===== src/rtl/riscv_pkg.sv =====
// Shared decode definitions: opcodes, FSM states,
// immediate formats and the decode-to-execute bundle.
package riscv_pkg;

  localparam logic [6:0] OP_LUI    = 7'b0110111;
  localparam logic [6:0] OP_AUIPC  = 7'b0010111;
  localparam logic [6:0] OP_JAL    = 7'b1101111;
  localparam logic [6:0] OP_JALR   = 7'b1100111;
  localparam logic [6:0] OP_BRANCH = 7'b1100011;
  localparam logic [6:0] OP_LOAD   = 7'b0000011;
  localparam logic [6:0] OP_STORE  = 7'b0100011;
  localparam logic [6:0] OP_OPIMM  = 7'b0010011;
  localparam logic [6:0] OP_OP     = 7'b0110011;
  localparam logic [6:0] OP_MISC   = 7'b0001111;
  localparam logic [6:0] OP_SYSTEM = 7'b1110011;

  typedef enum logic [1:0] {
    S_IDLE,
    S_ISSUE,
    S_WAIT,
    S_HOLD
  } state_t;

  typedef enum logic [2:0] {
    IMM_I,
    IMM_S,
    IMM_B,
    IMM_U,
    IMM_J,
    IMM_NONE
  } imm_fmt_t;

  typedef struct packed {
    logic [31:0] pc;
    logic [6:0]  opcode;
    logic [2:0]  funct3;
    logic [6:0]  funct7;
    logic [4:0]  rd;
    logic [31:0] rs1_val;
    logic [31:0] rs2_val;
    logic [31:0] imm;
    logic        illegal;
  } id_ex_t;

endpackage


===== src/rtl/riscv_decode_if.sv =====
// Fetch, writeback and execute handshakes of the decode stage.
// master = surrounding pipeline, slave = decode stage.
interface riscv_decode_if;

  logic        in_valid;
  logic        in_ready;
  logic [31:0] in_instr;
  logic [31:0] in_pc;

  logic        wb_valid;
  logic        wb_ready;
  logic [4:0]  wb_rd;
  logic [31:0] wb_data;

  logic        out_valid;
  logic        out_ready;
  logic [31:0] out_pc;
  logic [6:0]  out_opcode;
  logic [2:0]  out_funct3;
  logic [6:0]  out_funct7;
  logic [4:0]  out_rd;
  logic [31:0] out_rs1_val;
  logic [31:0] out_rs2_val;
  logic [31:0] out_imm;
  logic        out_illegal;

  modport master (
    output in_valid, in_instr, in_pc,
    output wb_valid, wb_rd, wb_data,
    output out_ready,
    input  in_ready, wb_ready, out_valid,
    input  out_pc, out_opcode, out_funct3,
    input  out_funct7, out_rd, out_rs1_val,
    input  out_rs2_val, out_imm, out_illegal
  );

  modport slave (
    input  in_valid, in_instr, in_pc,
    input  wb_valid, wb_rd, wb_data,
    input  out_ready,
    output in_ready, wb_ready, out_valid,
    output out_pc, out_opcode, out_funct3,
    output out_funct7, out_rd, out_rs1_val,
    output out_rs2_val, out_imm, out_illegal
  );

endinterface


===== src/rtl/riscv_imm_gen.sv =====
// Immediate generator: instr in; sign-extended imm and
// illegal flag out. Unknown opcodes give imm=0.
module riscv_imm_gen
  import riscv_pkg::*;
(
  input  logic [31:0] instr,
  output logic [31:0] imm,
  output logic        illegal
);

  logic [6:0] op;
  imm_fmt_t   fmt;
  logic       known;

  assign op = instr[6:0];

  always_comb begin
    fmt   = IMM_NONE;
    known = 1'b1;
    unique case (1'b1)
      (op == OP_LOAD),
      (op == OP_OPIMM),
      (op == OP_JALR),
      (op == OP_SYSTEM),
      (op == OP_MISC):   fmt = IMM_I;
      (op == OP_STORE):  fmt = IMM_S;
      (op == OP_BRANCH): fmt = IMM_B;
      (op == OP_LUI),
      (op == OP_AUIPC):  fmt = IMM_U;
      (op == OP_JAL):    fmt = IMM_J;
      (op == OP_OP):     fmt = IMM_NONE;
      default:           known = 1'b0;
    endcase
  end

  assign illegal = ~known | (instr[1:0] != 2'b11);

  always_comb begin
    imm = '0;
    unique case (fmt)
      IMM_I: imm = {{20{instr[31]}},
                    instr[31:20]};
      IMM_S: imm = {{20{instr[31]}},
                    instr[31:25], instr[11:7]};
      IMM_B: imm = {{19{instr[31]}}, instr[31],
                    instr[7], instr[30:25],
                    instr[11:8], 1'b0};
      IMM_U: imm = {instr[31:12], 12'b0};
      IMM_J: imm = {{11{instr[31]}}, instr[31],
                    instr[19:12], instr[20],
                    instr[30:21], 1'b0};
      default: imm = '0;
    endcase
  end

endmodule


===== src/rtl/riscv_decode.sv =====
// Decode stage: fetch/wb/execute via bus (slave), register
// file via rf_* (read addr/strobe out, rf_a/rf_b data in).
module riscv_decode
  import riscv_pkg::*;
(
  input  logic        clk,
  input  logic        rstn,
  riscv_decode_if.slave bus,
  output logic        rf_cs,
  output logic [4:0]  rf_ra,
  output logic [4:0]  rf_rb,
  output logic [4:0]  rf_rd,
  output logic        rf_wen,
  output logic [31:0] rf_data,
  input  logic [31:0] rf_a,
  input  logic [31:0] rf_b
);

  state_t      st, st_nx;
  logic        live;
  logic [31:0] ir, pc;
  id_ex_t      ex;
  logic [31:0] imm;
  logic        ill;
  logic        in_rdy, acc;
  logic        wb_srv, rd_srv;
  logic [4:0]  rs1, rs2, rd;

  assign rs1 = ir[19:15];
  assign rs2 = ir[24:20];
  assign rd  = ir[11:7];

  riscv_imm_gen u_imm (
    .instr   (ir),
    .imm     (imm),
    .illegal (ill)
  );

  // live holds handshakes low until the first edge out of reset
  assign in_rdy = live & ((st == S_IDLE) |
                  ((st == S_HOLD) & bus.out_ready));
  assign acc    = in_rdy & bus.in_valid;
  assign wb_srv = live & bus.wb_valid & (st != S_WAIT);
  assign rd_srv = (st == S_ISSUE) & ~bus.wb_valid;

  always_comb begin
    st_nx = st;
    unique case (st)
      S_IDLE:  if (acc) st_nx = S_ISSUE;
      S_ISSUE: if (rd_srv) st_nx = S_WAIT;
      S_WAIT:  st_nx = S_HOLD;
      S_HOLD:
        if (bus.out_ready)
          st_nx = acc ? S_ISSUE : S_IDLE;
      default: st_nx = S_IDLE;
    endcase
  end

  always_comb begin
    rf_cs   = 1'b0;
    rf_wen  = 1'b0;
    rf_ra   = '0;
    rf_rb   = '0;
    rf_rd   = '0;
    rf_data = '0;
    if (wb_srv) begin
      // x0 writes are acknowledged but never reach the file
      if (bus.wb_rd != 5'd0) begin
        rf_cs   = 1'b1;
        rf_wen  = 1'b1;
        rf_rd   = bus.wb_rd;
        rf_data = bus.wb_data;
      end
    end else if (rd_srv) begin
      rf_cs = 1'b1;
      rf_ra = rs1;
      rf_rb = rs2;
      rf_rd = rd;
    end
  end

  always_ff @(posedge clk or negedge rstn) begin
    if (!rstn) begin
      st   <= S_IDLE;
      live <= 1'b0;
      ir   <= '0;
      pc   <= '0;
      ex   <= '0;
    end else begin
      st   <= st_nx;
      live <= 1'b1;
      if (acc) begin
        ir <= bus.in_instr;
        pc <= bus.in_pc;
      end
      if (st == S_WAIT) begin
        ex.pc      <= pc;
        ex.opcode  <= ir[6:0];
        ex.funct3  <= ir[14:12];
        ex.funct7  <= ir[31:25];
        ex.rd      <= rd;
        ex.rs1_val <= (rs1 == 5'd0) ? '0 : rf_a;
        ex.rs2_val <= (rs2 == 5'd0) ? '0 : rf_b;
        ex.imm     <= imm;
        ex.illegal <= ill;
      end
    end
  end

  assign bus.in_ready    = in_rdy;
  assign bus.wb_ready    = wb_srv;
  assign bus.out_valid   = (st == S_HOLD);
  assign bus.out_pc      = ex.pc;
  assign bus.out_opcode  = ex.opcode;
  assign bus.out_funct3  = ex.funct3;
  assign bus.out_funct7  = ex.funct7;
  assign bus.out_rd      = ex.rd;
  assign bus.out_rs1_val = ex.rs1_val;
  assign bus.out_rs2_val = ex.rs2_val;
  assign bus.out_imm     = ex.imm;
  assign bus.out_illegal = ex.illegal;

endmodule


===== src/flat_wrapper.sv =====
// flat-port wrapper written by rule: the top's interface ports become plain ports
module riscv_decode_flat import riscv_pkg::*;
  (clk, rstn, rf_cs, rf_ra, rf_rb, rf_rd, rf_wen, rf_data, rf_a, rf_b, bus_in_valid, bus_in_instr, bus_in_pc, bus_wb_valid, bus_wb_rd, bus_wb_data, bus_out_ready, bus_in_ready, bus_wb_ready, bus_out_valid, bus_out_pc, bus_out_opcode, bus_out_funct3, bus_out_funct7, bus_out_rd, bus_out_rs1_val, bus_out_rs2_val, bus_out_imm, bus_out_illegal);
  riscv_decode_if bus_i ();
  input  logic clk;
  input  logic rstn;
  output logic rf_cs;
  output logic [4:0] rf_ra;
  output logic [4:0] rf_rb;
  output logic [4:0] rf_rd;
  output logic rf_wen;
  output logic [31:0] rf_data;
  input  logic [31:0] rf_a;
  input  logic [31:0] rf_b;
  input wire logic [$bits(bus_i.in_valid)-1:0] bus_in_valid;
  input wire logic [$bits(bus_i.in_instr)-1:0] bus_in_instr;
  input wire logic [$bits(bus_i.in_pc)-1:0] bus_in_pc;
  input wire logic [$bits(bus_i.wb_valid)-1:0] bus_wb_valid;
  input wire logic [$bits(bus_i.wb_rd)-1:0] bus_wb_rd;
  input wire logic [$bits(bus_i.wb_data)-1:0] bus_wb_data;
  input wire logic [$bits(bus_i.out_ready)-1:0] bus_out_ready;
  output wire logic [$bits(bus_i.in_ready)-1:0] bus_in_ready;
  output wire logic [$bits(bus_i.wb_ready)-1:0] bus_wb_ready;
  output wire logic [$bits(bus_i.out_valid)-1:0] bus_out_valid;
  output wire logic [$bits(bus_i.out_pc)-1:0] bus_out_pc;
  output wire logic [$bits(bus_i.out_opcode)-1:0] bus_out_opcode;
  output wire logic [$bits(bus_i.out_funct3)-1:0] bus_out_funct3;
  output wire logic [$bits(bus_i.out_funct7)-1:0] bus_out_funct7;
  output wire logic [$bits(bus_i.out_rd)-1:0] bus_out_rd;
  output wire logic [$bits(bus_i.out_rs1_val)-1:0] bus_out_rs1_val;
  output wire logic [$bits(bus_i.out_rs2_val)-1:0] bus_out_rs2_val;
  output wire logic [$bits(bus_i.out_imm)-1:0] bus_out_imm;
  output wire logic [$bits(bus_i.out_illegal)-1:0] bus_out_illegal;
  assign bus_i.in_valid = bus_in_valid;
  assign bus_i.in_instr = bus_in_instr;
  assign bus_i.in_pc = bus_in_pc;
  assign bus_i.wb_valid = bus_wb_valid;
  assign bus_i.wb_rd = bus_wb_rd;
  assign bus_i.wb_data = bus_wb_data;
  assign bus_i.out_ready = bus_out_ready;
  assign bus_in_ready = bus_i.in_ready;
  assign bus_wb_ready = bus_i.wb_ready;
  assign bus_out_valid = bus_i.out_valid;
  assign bus_out_pc = bus_i.out_pc;
  assign bus_out_opcode = bus_i.out_opcode;
  assign bus_out_funct3 = bus_i.out_funct3;
  assign bus_out_funct7 = bus_i.out_funct7;
  assign bus_out_rd = bus_i.out_rd;
  assign bus_out_rs1_val = bus_i.out_rs1_val;
  assign bus_out_rs2_val = bus_i.out_rs2_val;
  assign bus_out_imm = bus_i.out_imm;
  assign bus_out_illegal = bus_i.out_illegal;
  riscv_decode u_core (.clk(clk), .rstn(rstn), .bus(bus_i), .rf_cs(rf_cs), .rf_ra(rf_ra), .rf_rb(rf_rb), .rf_rd(rf_rd), .rf_wen(rf_wen), .rf_data(rf_data), .rf_a(rf_a), .rf_b(rf_b));
endmodule

===== config.mk =====
export PLATFORM = sky130hd
export DESIGN_NAME = riscv_decode_flat
export DESIGN_NICKNAME = d
export VERILOG_FILES = /design/src/rtl/riscv_pkg.sv /design/src/rtl/riscv_decode_if.sv /design/src/rtl/riscv_imm_gen.sv /design/src/rtl/riscv_decode.sv /design/src/flat_wrapper.sv
export SDC_FILE = /design/constraint.sdc
export NUM_CORES = 1
export LEC_CHECK = 0
export ABC_AREA = 1
export BUFFER_PORTS_ARGS = -buffer_cell sky130_fd_sc_hd__buf_4
export CAP_MARGIN = 15
export CORE_UTILIZATION = 25
export DETAILED_ROUTE_END_ITERATION = 10
export GPL_TIMING_DRIVEN = 0
export SETUP_SLACK_MARGIN = 0.3
export SLEW_MARGIN = 20
export SYNTH_ARGS = -nofsm -noshare
export SYNTH_HDL_FRONTEND = slang
export SYNTH_SLANG_ARGS = --single-unit
export TNS_END_PERCENT = 10

===== constraint.sdc =====
create_clock -name clk -period 1.8 [get_ports clk]
set_input_delay 0.27 -clock clk [delete_from_list [all_inputs] [get_ports clk]]
set_output_delay 0.27 -clock clk [all_outputs]
set_load 0.03 [all_outputs]

## Word-level counts from Yosys, hierarchy flattened

Index checks and enable logic that the tools add are counted.

| word-level totals | value |
|---|---|
| bits in registers | 218 |
| bits of input ports | 170 |
| logic and storage cells | 78 |

| operators by class | value |
|---|---|
| equality and inequality tests | 23 |
| multiplexer cells | 23 |
| bitwise operators | 10 |
| reductions and logical operators | 9 |

Operator list:

| kind | count |
|---|---|
| 32-bit case mux with 5 select lines | 1 |
| 32-bit two-way mux | 4 |
| 5-bit two-way mux | 7 |
| 7-bit equality test (second input constant) | 4 |
| 7-bit by 6-bit equality test with 1-bit output (second input constant) | 3 |
| 3-bit case mux with 5 select lines | 1 |
| 7-bit by 5-bit equality test with 1-bit output (second input constant) | 2 |
| 11-bit OR reduction | 1 |
| 5-bit logical NOT | 2 |
| 2-bit case mux with 4 select lines | 1 |
| 7-bit by 2-bit equality test with 1-bit output (second input constant) | 1 |
| 7-bit by 4-bit equality test with 1-bit output (second input constant) | 1 |
| 1-bit bitwise AND | 6 |
| 3-bit by 2-bit equality test with 1-bit output (second input constant) | 2 |
| 1-bit two-way mux | 6 |
| 2-bit two-way mux | 3 |
| 2-bit != test (second input constant) | 3 |
| 5-bit nonzero test | 1 |
| 5-bit OR reduction | 1 |
| 2-bit equality test (second input constant) | 2 |
| 2-bit by 1-bit != test with 1-bit output (second input constant) | 2 |
| 3-bit by 1-bit equality test with 1-bit output (second input constant) | 1 |
| 3-bit equality test (second input constant) | 1 |
| 3-bit logical NOT | 1 |
| other kinds (6) | 8 |

## Depth between registers and ports, before layout

| logic depth | value |
|---|---|
| depth in word-level cells | 8 |
| mapped depth | 11 |
| depth with buffers taken out | 9 |

## By module

A second synthesis with hierarchy kept.

| second synthesis, totals | value |
|---|---|
| cells, all modules | 1059 |
| area total of the unflattened synthesis | 9895.7 sq um |

By module, submodules not included:

| module | times used | cells each | area each (sq um) |
|---|---|---|---|
| riscv_decode | 1 | 882 | 9096.2 |
| riscv_imm_gen | 1 | 177 | 799.5 |

## Least setup slack after synthesis

No wires, ideal clock.

| timing | value |
|---|---|
| path kind | register to output |
| start point | register u_core.st[0] |
| end point | output port rf_data[23] |
| arrival | 2.184 ns |
| required time | 1.530 ns |
| slack | -0.654 ns |
| cell stages (with the launch flop) | 7 |
| cell sequence | dfrtp_1 -> inv_1 -> ha_1 -> nor3_2 -> nand2_1 -> clkbuf_1 -> nor2_1 |

| on the way | value |
|---|---|
| word-level cells in the longest chain between the ends | 3 |

Ends and longest elaborated chain:

| item | RTL line | text |
|---|---|---|
| start, declared | riscv_decode.sv:19 | `state_t st, st_nx;` |
| start signal, assigned | riscv_decode.sv:90 | `st <= st_nx;` |
| 2-bit != test | riscv_decode.sv:43 | `assign wb_srv = live & bus.wb_valid & (st != S_WAIT);` |
| 1-bit bitwise AND | riscv_decode.sv:43 |  |
| named net bus_wb_ready | flat_wrapper.sv:23 | `output wire logic [$bits(bus_i.wb_ready)-1:0] bus_wb_ready;` |
| 32-bit two-way mux | riscv_decode.sv:66 | `if (wb_srv) begin` |
| end, declared | flat_wrapper.sv:12 | `output logic [31:0] rf_data;` |

The timed path passes the listed nets, and every way through them passes these cells.

## Worst setup path after layout

| timing | value |
|---|---|
| start point | register u_core.st[1] |
| end point | output port rf_data[13] |

| on the way | value |
|---|---|
| word-level cells in the longest chain between the ends | 3 |

Ends and longest elaborated chain:

| item | RTL line |
|---|---|
| 2-bit != test | riscv_decode.sv:43 |
| 1-bit bitwise AND | riscv_decode.sv:43 |
| 32-bit two-way mux | riscv_decode.sv:66 |

Every way passes these cells.

==> impl_metrics.csv <==
group,metric,value,unit
layout,drive_above_1_share,37.8,%
placement,io_buffers,372,
yosys,yosysSeqAreaShare,57.2,%
drt,firstDrtPassIters,6,
yosys,netlist_instances,1101,
critical_path,worstSetupPathType,"reg -> out",
layout,utilization,43.4,%
global_routing,grt_pass1_vias,9598,
placement,gp_congestion,0.832,
yosys,synthesis.area,0.00953,mm^2
layout,syn2layout_area_growth,71.1,%
pwr,power.density,1720,mW/mm^2
drt,drt_iter0_markers,536,
drt,routed_wl,34400,um
placement,hpwlAfterDp,24700,um
sta,setup_viol,110,
clocking,cts-root-buf,"clkbuf_16",
drt,viasPerCell,4.33,
clocking,htreeDepth,1,
pwr,ir_drop,992,uV
critical_path,crit_required,1530,ps
layout,nets,1821,
drt,num_vias,9410,
yosys,synth_nets,1276,
sta,rsz0062_at_grt,"yes",
outcome,violations,"setup timing",
clocking,clock_latency,540,ps
global_routing,grt_remaining_overflow,0,
layout,antennaDiodeCount,0,
critical_path,critPathMaxFanout,10,
clocking,cts.sinks,218,
floorplan,core_area,0.0376,mm^2
critical_path,critPathSlowestCell,"dfrtp_1",
critical_path,crit-reg2reg-capture,"u_core.pc[27]",
global_routing,gr-usage-all-layers,17.3,%
clocking,cts_tree,"done",
yosys,netlist-cell-type-count,28,
global_routing,antenna_found_initial,0,
floorplan,start_util,25.4,%
min_path,min_path_type,"in -> reg",
yosys,synth_edf_count,0,
clocking,cts_buffer_depth,3,
layout,final_common_cell,"nand2_1",
outcome,status,"finished with violations",
critical_path,path_cells,"ha_4 > nor3_4 > nand2_4 > clkbuf_16 > nor2_4 > buf_6",
critical_path,slowest_delay,420,ps
clocking,numCtsBuffers,27,
critical_path,cp.arrival,1980,ps
sta,skew,13.3,ps
critical_path,r2r_start,"u_core.st[1]",
yosys,ys_warn_count,0,
critical_path,r2r_slack,-100,ps
layout,layout_common_cells,"425 x nand2_1, 353 x buf_4, 217 x dfrtp_1, 128 x dlygate4sd3_1, 118 x nand3_1",
yosys,ys.flop_type,"dfrtp_1",
drt,ant_nets,0,
clocking,clk_pin_slew,60,ps
flow_run,max_cap_viol_count,0,
pwr,leakage,8.59,nW
global_routing,grt_max_degree,89,
yosys,synth_seq_cells,218,
sta,fin_crit,2250,ps
sta,fmax,0.444,GHz
yosys,syn_avg_cell_area,8.66,um^2
sta,finalWorstSetupSlack,-454,ps
drt,drc,0,
min_path,hold_depth,3,
sta,tns,-23600,ps
floorplan,core.rowCount,71,
min_path,min-delay-start,"bus_in_instr[23]",
sta,hold_viol,0,
floorplan,io_pins,373,
sta,final_max_slew_viol_count,0,
floorplan,fp.dieW,197,um
min_path,whs_endpoint,"u_core.ir[23]",
drt,wl_per_cell,15.8,um
global_routing,grt_pass1_wl,52700,um
critical_path,startpoint_type,"flip-flop",
critical_path,rr_worst_depth,9,
critical_path,end_kind,"output pin",
floorplan,die_y,197,um
floorplan,die-area,0.0389,mm^2
sta,period_share,125,%
yosys,ys_async_sr_fraction,100,%
[where the power goes]
part           switching [mW]  internal [mW]
combinational            8.37           5.38
clock                    2.10           3.36
sequential               1.60           7.16
total                    12.1           15.9
[timing repair]
| action | CTS | global route |
|---|---|---|
| hold buffers | 128 | 0 |
| pin swaps | 8 | 8 |
| endpoints found under the setup margin | 269 | 262 |
| buffers inserted | 6 | 7 |
| endpoints found under the hold margin | 170 | 0 |
| cloned | 0 | 1 |
| resized for setup | 139 | 110 |
[area by class of cell]
cell class / count / area (um^2)
tap: 511 / 639
timing repair buffer: 516 / 4430
clock buffer: 38 / 767
multi-input combinational: 759 / 3990
inverter: 61 / 239
fill: 3603 / 21300
buffer: 63 / 663
sequential: 218 / 5460
clock inverter: 8 / 119
[per-layer routing]
metal / vias to the layer above / share of wire, % / track usage, %
li1: 4545 / - / -
met1: 4504 / 41 / 21.8
met2: 281 / 48 / 28.1
met3: 80 / 6.1 / 4.32
met4: 0 / 4.8 / 7.35
met5: - / 0 / 0
[Yosys cell counts, types with 3 or more instances]
master | instances | share of area [%]
nand2_1 | 439 | 17
dfrtp_1 | 218 | 57
nand3_1 | 120 | 6.3
nor2_1 | 92 | 3.6
inv_1 | 59 | 2.3
mux2_2 | 49 | 5.8
clkbuf_1 | 33 | 1.3
o21ai_0 | 18 | 0.95
buf_2 | 17 | 0.89
a21oi_1 | 16 | 0.84
buf_4 | 5 | 0.39
ha_1 | 5 | 0.66
buf_1 | 4 | 0.16
buf_6 | 4 | 0.47
nand2_2 | 3 | 0.20
nor2_2 | 3 | 0.20
[flip-flops by register name, indices dropped and copies added, names as in the netlist]
name,flops
u_core.bus.out_opcode,7
u_core.bus.out_rd,5
u_core.st,2
u_core.live,1
u_core.bus.out_pc,32
u_core.bus.out_rs2_val,32
u_core.bus.out_illegal,1
u_core.bus.out_rs1_val,32
u_core.bus.out_funct3,3
u_core.bus.out_imm,32
u_core.pc,32
u_core.bus.out_funct7,7
u_core.ir,32
[worst max-delay path, delay by kind of cell (launching register included)]
family	cells	cell delay, ps
simple gates	3	490
buf+inv	2	340
flops	1	420
fa+ha+maj	1	190
[stage by stage]
stage / hold slack (ps) / std cells / power (mW) / setup slack (ps) / area (um^2)
final: 18.6 / 2174 / 28.0 / -454 / 16300
after global routing: 3.96 / 2174 / 29.8 / -559 / 16300
after CTS: 3.68 / 2166 / 27.7 / -504 / 16000
after detailed placement: 210 / 1986 / 21.3 / -595 / 13400
after global placement: 450 / 1984 / 21.0 / -1300 / 13300
after floorplan: -25.6 / 1101 / 16.1 / -163 / 9870
[worst max-delay path by stage]
| stage | start | to | slack [ps] | cells past startpoint |
|---|---|---|---|---|
| after floorplan | u_core.st[0] | rf_data[10] | -160 | 6 |
| after global placement | rstn | u_core.pc[28] | -1300 | 1 |
| after detailed placement | u_core.st[0] | u_core.bus.out_rs1_val[24] | -590 | 6 |
| after CTS | u_core.st[1] | rf_ra[0] | -500 | 6 |
| after global routing | u_core.st[1] | rf_data[3] | -560 | 6 |
| final | u_core.st[1] | rf_data[13] | -450 | 6 |
[cell families (layout without fill, tap and decap cells)]
family	count (synthesis)	after routing	share of synthesized area (%)
flip-flops	218	218	57.2
buffers and inverters	124	686	5.62
multiplexers	49	49	5.79
adder cells (fa/ha/maj)	5	5	0.656
AND/OR/NAND/NOR	666	666	28.5
AO/OA/AOI/OAI	38	38	2.17
other	1	1	0.0393
Note: power is estimated with default switching activity, not from simulation.
